**src/rtl/usb_rx_word_packer.sv**
```systemverilog
// Packs received USB bytes big-endian into 32-bit words, with inter-byte timeout and error discard.
// Optional checksum byte (fifth byte = XOR of the four data bytes) enabled by USB_RX_CHECKSUM_EN.
module usb_rx_word_packer #(
    parameter int unsigned TIMEOUT_CYCLES = 1000
) (
    input  logic        clk,
    input  logic        n_rst,
    input  logic        new_byte,
    input  logic [7:0]  data_in,
    input  logic        byte_error,
    input  logic        data_ack,
    output logic [31:0] stock_data,
    output logic        data_ready,
    output logic        overrun,
    output logic        frame_error,
    output logic        checksum_error
);
    localparam int unsigned TW = $clog2(TIMEOUT_CYCLES + 1);
`ifdef USB_RX_CHECKSUM_EN
    localparam int unsigned N = 5;
`else
    localparam int unsigned N = 4;
`endif
    // Shift register only holds the bytes that precede the final one.
    localparam int unsigned SHW = (N - 1) * 8;
    localparam logic [TW-1:0] T_LAST = TW'(TIMEOUT_CYCLES - 1);
    localparam logic [TW-1:0] T_MAX  = TW'(TIMEOUT_CYCLES);

    typedef enum logic {IDLE, COLLECT} state_t;

    state_t          state, state_nxt;
    logic [2:0]      cnt, cnt_nxt;
    logic [SHW-1:0]  shreg, shreg_nxt;
    logic [TW-1:0]   timer, timer_nxt;
    logic [31:0]     word, stock_nxt;
    logic            complete;
    logic            ready_nxt, overrun_nxt, ferr_nxt;
`ifdef USB_RX_CHECKSUM_EN
    logic            cerr_nxt;
    logic [7:0]      xsum;

    assign xsum = shreg[31:24] ^ shreg[23:16] ^ shreg[15:8] ^ shreg[7:0];
`endif

    always_ff @(posedge clk or negedge n_rst) begin
        if (!n_rst) begin
            state       <= IDLE;
            cnt         <= '0;
            shreg       <= '0;
            timer       <= '0;
            stock_data  <= '0;
            data_ready  <= 1'b0;
            overrun     <= 1'b0;
            frame_error <= 1'b0;
        end else begin
            state       <= state_nxt;
            cnt         <= cnt_nxt;
            shreg       <= shreg_nxt;
            timer       <= timer_nxt;
            stock_data  <= stock_nxt;
            data_ready  <= ready_nxt;
            overrun     <= overrun_nxt;
            frame_error <= ferr_nxt;
        end
    end

`ifdef USB_RX_CHECKSUM_EN
    always_ff @(posedge clk or negedge n_rst) begin
        if (!n_rst) checksum_error <= 1'b0;
        else        checksum_error <= cerr_nxt;
    end
`else
    assign checksum_error = 1'b0;
`endif

    always_comb begin
        state_nxt   = state;
        cnt_nxt     = cnt;
        shreg_nxt   = shreg;
        timer_nxt   = timer;
        word        = '0;
        complete    = 1'b0;
        ferr_nxt    = 1'b0;
`ifdef USB_RX_CHECKSUM_EN
        cerr_nxt    = 1'b0;
`endif
        case (state)
            IDLE: begin
                timer_nxt = '0;
                // A byte flagged corrupt in the same cycle never starts a word.
                if (new_byte && !byte_error) begin
                    state_nxt = COLLECT;
                    cnt_nxt   = 3'd1;
                    shreg_nxt = SHW'(data_in);
                end
            end
            COLLECT: begin
                if (byte_error) begin
                    state_nxt = IDLE;
                    cnt_nxt   = '0;
                    shreg_nxt = '0;
                    timer_nxt = '0;
                    ferr_nxt  = 1'b1;
                end else if (new_byte) begin
                    timer_nxt = '0;
                    if (cnt == 3'(N - 1)) begin
                        state_nxt = IDLE;
                        cnt_nxt   = '0;
                        shreg_nxt = '0;
`ifdef USB_RX_CHECKSUM_EN
                        word = shreg;
                        if (data_in == xsum) complete = 1'b1;
                        else                 cerr_nxt = 1'b1;
`else
                        word     = {shreg, data_in};
                        complete = 1'b1;
`endif
                    end else begin
                        cnt_nxt   = cnt + 3'd1;
                        shreg_nxt = {shreg[SHW-9:0], data_in};
                    end
                end else if (timer >= T_LAST) begin
                    // Last of TIMEOUT_CYCLES idle cycles since the previous byte.
                    state_nxt = IDLE;
                    cnt_nxt   = '0;
                    shreg_nxt = '0;
                    timer_nxt = '0;
                    ferr_nxt  = 1'b1;
                end else if (timer != T_MAX) begin
                    timer_nxt = timer + TW'(1);
                end
            end
            default: begin
                state_nxt = IDLE;
                cnt_nxt   = '0;
                shreg_nxt = '0;
                timer_nxt = '0;
            end
        endcase
    end

    always_comb begin
        stock_nxt   = stock_data;
        ready_nxt   = data_ready & ~data_ack;
        overrun_nxt = 1'b0;
        if (complete) begin
            stock_nxt   = word;
            ready_nxt   = 1'b1;
            overrun_nxt = data_ready & ~data_ack;
        end
    end

endmodule
```
**config.mk**
```make
export PLATFORM = sky130hd
export DESIGN_NAME = usb_rx_word_packer
export DESIGN_NICKNAME = d
export VERILOG_FILES = /design/src/rtl/usb_rx_word_packer.sv
export SDC_FILE = /design/constraint.sdc
export NUM_CORES = 1
export LEC_CHECK = 0
export ABC_AREA = 1
export CORE_ASPECT_RATIO = 1.4
export CORE_MARGIN = 2
export CORE_UTILIZATION = 53
export DETAILED_ROUTE_END_ITERATION = 16
export PLACE_DENSITY_LB_ADDON = 0.05
export RECOVER_POWER = 50
export SYNTH_ARGS = -nofsm -noshare
export SYNTH_HDL_FRONTEND = slang
export SYNTH_SLANG_ARGS = --single-unit
```
**constraint.sdc**
```tcl
create_clock -name clk -period 1.63 [get_ports clk]
set_input_delay 0.326 -clock clk [delete_from_list [all_inputs] [get_ports clk]]
set_output_delay 0.326 -clock clk [all_outputs]
set_load 0.02 [all_outputs]
```
# Word-level counts from Yosys, hierarchy flattened

Index checks and enable logic that the tools add are counted.

Flip-flop bits (word level): 73
Latch bits: 0
RAM bits: 0
ROM bits: 0
Input bits: 13
Output and inout bits: 36
Logic and storage cells: 59
Memories: 0

Add/sub/neg operators: 2
$mul: 0
Div/mod/pow operators: 0
Order comparisons: 1
Eq/ne operators: 5
Shifts and indexed selects: 0
Muxes and demuxes: 37
Bitwise logic cells: 3
Reductions and logical operators: 3

Operators with widths:

| operator              | number |
|---|---|
| $mux 32               | 4 |
| $mux 24               | 5 |
| $pmux 24 s2           | 1 |
| $mux 10               | 4 |
| $pmux 10 s2           | 1 |
| $mux 1                | 15 |
| $mux 3                | 5 |
| $add 10x1->10 const B | 1 |
| $ge 10x10->1 const B  | 1 |
| $ne 10x10->1 const B  | 1 |
| $pmux 3 s2            | 1 |
| $ne 5x3->1 const B    | 1 |
| $ne 4x3->1 const B    | 1 |
| $add 3x1->3 const B   | 1 |
| $eq 3x2->1 const B    | 1 |
| $ne 2x2->1 const B    | 1 |
| $not 1->1             | 2 |
| $pmux 1 s2            | 1 |
| $reduce_and 2->1      | 1 |
| $and 1x1->1           | 1 |
| $logic_and 1x1->1     | 1 |
| $logic_not 1->1       | 1 |

# Longest topological paths before layout

Depth after elaboration: 6
Mapped depth: 10
Mapped depth without buffers: 9

# Worst setup path before layout

OpenSTA, ideal clock, no wires.

Path kind: register to register
From: register cnt[0]
To: register stock_data[30]
Setup time: 130 ps
Data arrival time: 1250 ps
Required time: 1500 ps
Setup slack: 250 ps
Stages on the path, launching flop included: 9
Path buffers: 2
Clock period less this slack: 1380 ps
Cells stage by stage: dfrtp_1 > ha_1 > inv_1 > nor2_1 > nand4_1 > buf_4 > buf_4 > nand2_1 > o21ai_0

Cells in the longest elaborated chain, start to end: 5
Elaborated cells on any way between the ends: 9
Those cells by class: 1 x eq/ne; 8 x mux

RTL lines:

| element                           | line | text |
|---|---|---|
| start: declaration                | 32   | `logic [2:0] cnt, cnt_nxt;` |
| start signal: assignment          | 57   | `cnt <= cnt_nxt;` |
| $eq 3x2->1 (*)                    | 106  | `if (cnt == 3'(N - 1)) begin` |
| $mux 32 or $mux 1 (tied branches) | 106  |  |
| $mux 32 or $mux 1 (tied branches) | 104  | `end else if (new_byte) begin` |
| $mux 32 or $mux 1 (tied branches) | 98   | `if (byte_error) begin` |
| $mux 32 or $mux 1 (tied branches) | 87   | `case (state)` |
| end signal: assignment            | 60   | `stock_data <= stock_nxt;` |
| end: declaration                  | 12   | `output logic [31:0] stock_data,` |

Mark *: on every way between the ends. The rest lies on a longest branch, timed or not.
A chain may end at the register's enable or synchronous reset.

# Worst setup path after layout

From: register frame_error
To: output port frame_error

RTL lines:

| element                  | line | text |
|---|---|---|
| start: declaration       | 15   | `output logic frame_error,` |
| start signal: assignment | 63   | `frame_error <= ferr_nxt;` |

No word-level cell between the ends.

==> reports/results.ini <==
[synthesis]
yosysTopAreaCell = dfrtp_1
avgSynthCellArea_um2 = 8.74
synth_cell_type_count = 27
synthTopCellsByArea = dfrtp_1, nand2_1, inv_1, o21ai_0, nand3_1
ys_ff_latch = 73
yosysWarnings = 0
mappedNetlistArea_um2 = 3110
synth_top_area_share_pct = 58.7
synth_nets = 372
ys_seq_area_share_pct = 58.7
syn_inst = 356

[critical_path]
reg2reg_from = cnt[0]
rr_worst_depth = 7
cp.depth = 1
critPathTopFamily = buffers and inverters
endpoint_kind = primary output
critPathMaxFanout = 1
arrival_ns = 1.25
worstPathRequired_ns = 1.30
crit_path_cell_trace = clkdlybuf4s50_1
cp_slowest_cell = clkdlybuf4s50_1
startpoint_type = flop
slowest_delay_ns = 0.59
reg2reg_to = data_ready
critPathBufInv = 1
ff2ff_setup_slack_ns = 0.09
crit_type = reg2out

[drt]
dr.pass1.iters = 5
drt-wirelength-per-cell_um = 12.1
drt_iter0_markers = 123
route.detailed.drc = 0
ant_nets = 0
wirelength_um = 5930
top_layer_used = met4
route.met2.wl_um = 2900
m1WireLength_um = 2710
dr_wl_met3_um = 233
vias = 2365
viasPerCell = 4.82

[floorplanning]
io_pins = 49
fp.dieW_um = 68.8
rows = 33
start_util_pct = 53.9
core_um2 = 5780
die_area_um2 = 6510
fp.dieH_um = 94.7

[clocking]
cts_tree = done
cts.path.max_buffers = 2
clk_latency_ns = 0.34
cts-root-buf = clkbuf_8
htreeDepth = 3
clock_sinks = 73
cts_made_buffers = 9
path_clk_slew_ns = 0.08

[grt]
grt_max_degree = 47
grt.overflow.total = 0
grt_pass1_vias = 2233
grt_pass1_wl_um = 9490
grt_usage_pct = 19.5
antenna_found_initial = 0

[sta]
setup_violations = 0
slew_viol_final = 0
relSlewSlack_pct = 50.1
fin_skew_ns = 0.00811
hold_viol = 0
worstMarginPinSlew_ns = 0.749
rsz0062_at_grt = false
fin_crit_sh_pct = 97.0
period_needed_ns = 1.58
clock.fmax_mhz = 633

[place]
gp_congestion = 0.869
placed_area_um2 = 3700
dp_hpwl_um = 4000
port_buffers = 47

[power]
p_leak_uw = 0.00202
irDropWorstVdd_mv = 0.656
powerDensity_nw_per_um2 = 998

[final_layout]
seq_area_um2 = 1830
layout_commonest_cell = nand2_1
antenna_cells = 0
area_growth_pct = 23.8
utilization_pct = 66.7
nFillCells = 509
finalNetCount = 432
mostFrequentLayoutCells = nand2_1, dfrtp_1, inv_1, o21ai_0, dlygate4sd2_1
multiInputGateArea_um2 = 1030
drive_above_1_share_pct = 10.7
final_cell_area_um2 = 3850

[min_path]
min_from = shreg[22]
holdPathEnd = shreg[22]
hp-class = reg2reg
whs_path_depth = 2

[run]
drv_cap = 0

[outcome]
outcome = completed

[state kept, by name, summed over array words and instances (netlist names)]
signal / count
timer: 10
stock_data: 32
frame_error: 1
cnt: 3
shreg: 24
data_ready: 1
state: 1
overrun: 1
[routing by layer]
| metal | GRT usage, % | up-vias |
|---|---|---|
| met1 | 24.6 | 1097 |
| met5 | 0 | - |
| met4 | 7.84 | 0 |
| met2 | 31.8 | 45 |
| li1 | - | 1214 |
| met3 | 4.77 | 9 |
[cell type report]
cell class	instances	area share, %
clock buffers	11	3.93
clock inverters	5	0.779
inverters	46	4.48
multi-input cells	224	26.7
flip-flops and latches	73	47.4
well taps	70	2.27
repair buffers	62	14.4
[stage by stage]
| stage | setup TNS (ns) | std cells | power [uW] | worst slack (ns) | hold slack [ns] |
|---|---|---|---|---|---|
| global placement | -1.67 | 472 | 2640 | -0.0717 | 0.278 |
| floorplan | 0 | 356 | 2370 | 0.250 | 0.0304 |
| CTS | 0 | 489 | 3890 | 0.00113 | 0.449 |
| detailed placement | -2.40 | 472 | 2650 | -0.0996 | 0.277 |
| finish | 0 | 491 | 3840 | 0.0492 | 0.473 |
| global route | 0 | 491 | 4030 | 0.00366 | 0.502 |
[synthesized netlist by cell type]
cell type,count
nand2_4,1
ha_1,3
a21oi_1,3
nand3b_1,1
inv_2,4
nor2_4,1
nand4_1,2
inv_1,42
nor2_1,21
nor4_1,1
xnor2_1,1
xor2_1,2
o21ai_2,1
buf_6,3
nand3_1,16
nand2_2,2
dfrtp_1,73
nand2_1,121
nor3_1,9
conb_1,1
nand3_4,1
o21ai_1,5
o21ai_0,29
buf_4,6
buf_2,2
nor2_2,3
clkbuf_1,2
[where the power goes]
| part | internal (uW) | switching, uW |
|---|---|---|
| combinational | 199 | 324 |
| sequential | 1950 | 91.9 |
| clock | 627 | 657 |
| total | 2770 | 1070 |
[worst register-to-register path, stage by stage (launching register included)]
cell and delay, ns:
dfrtp_1 0.41, ha_1 0.21, inv_1 0.14, nor2_2 0.07, nand4_1 0.09, buf_4 0.16, buf_4 0.22, o21ai_0 0.12
[worst max path at each step]
stage                         from        endpoint
finish                 frame_error     frame_error
CTS                 stock_data[14]  stock_data[14]
global placement          new_byte        shreg[7]
global route              timer[0]        timer[6]
detailed placement        new_byte       shreg[14]
floorplan                   cnt[0]  stock_data[30]
[cell families (layout without fill, tap and decap cells)]
kind of cell	count (synthesis)	count (layout)	synth area share (%)
AND/OR/NAND/NOR	179	179	24.3
flip-flops	73	73	58.7
buffers and inverters	59	124	8.64
AO/OA/AOI/OAI	38	38	6.23
adder cells (fa/ha/maj)	3	3	1.21
XOR/XNOR	3	3	0.844
other	1	1	0.120
[timing repair]
action                                  4_1_cts  5_1_grt
endpoints found under the setup margin       27       46
gates resized for setup                      27       10
pin swaps                                     0        1
buffers inserted                              0        1
cloned                                        0        1
endpoints found under the hold margin        27        0
hold buffers                                  1        0
Note: power is estimated with default switching activity, not from simulation.
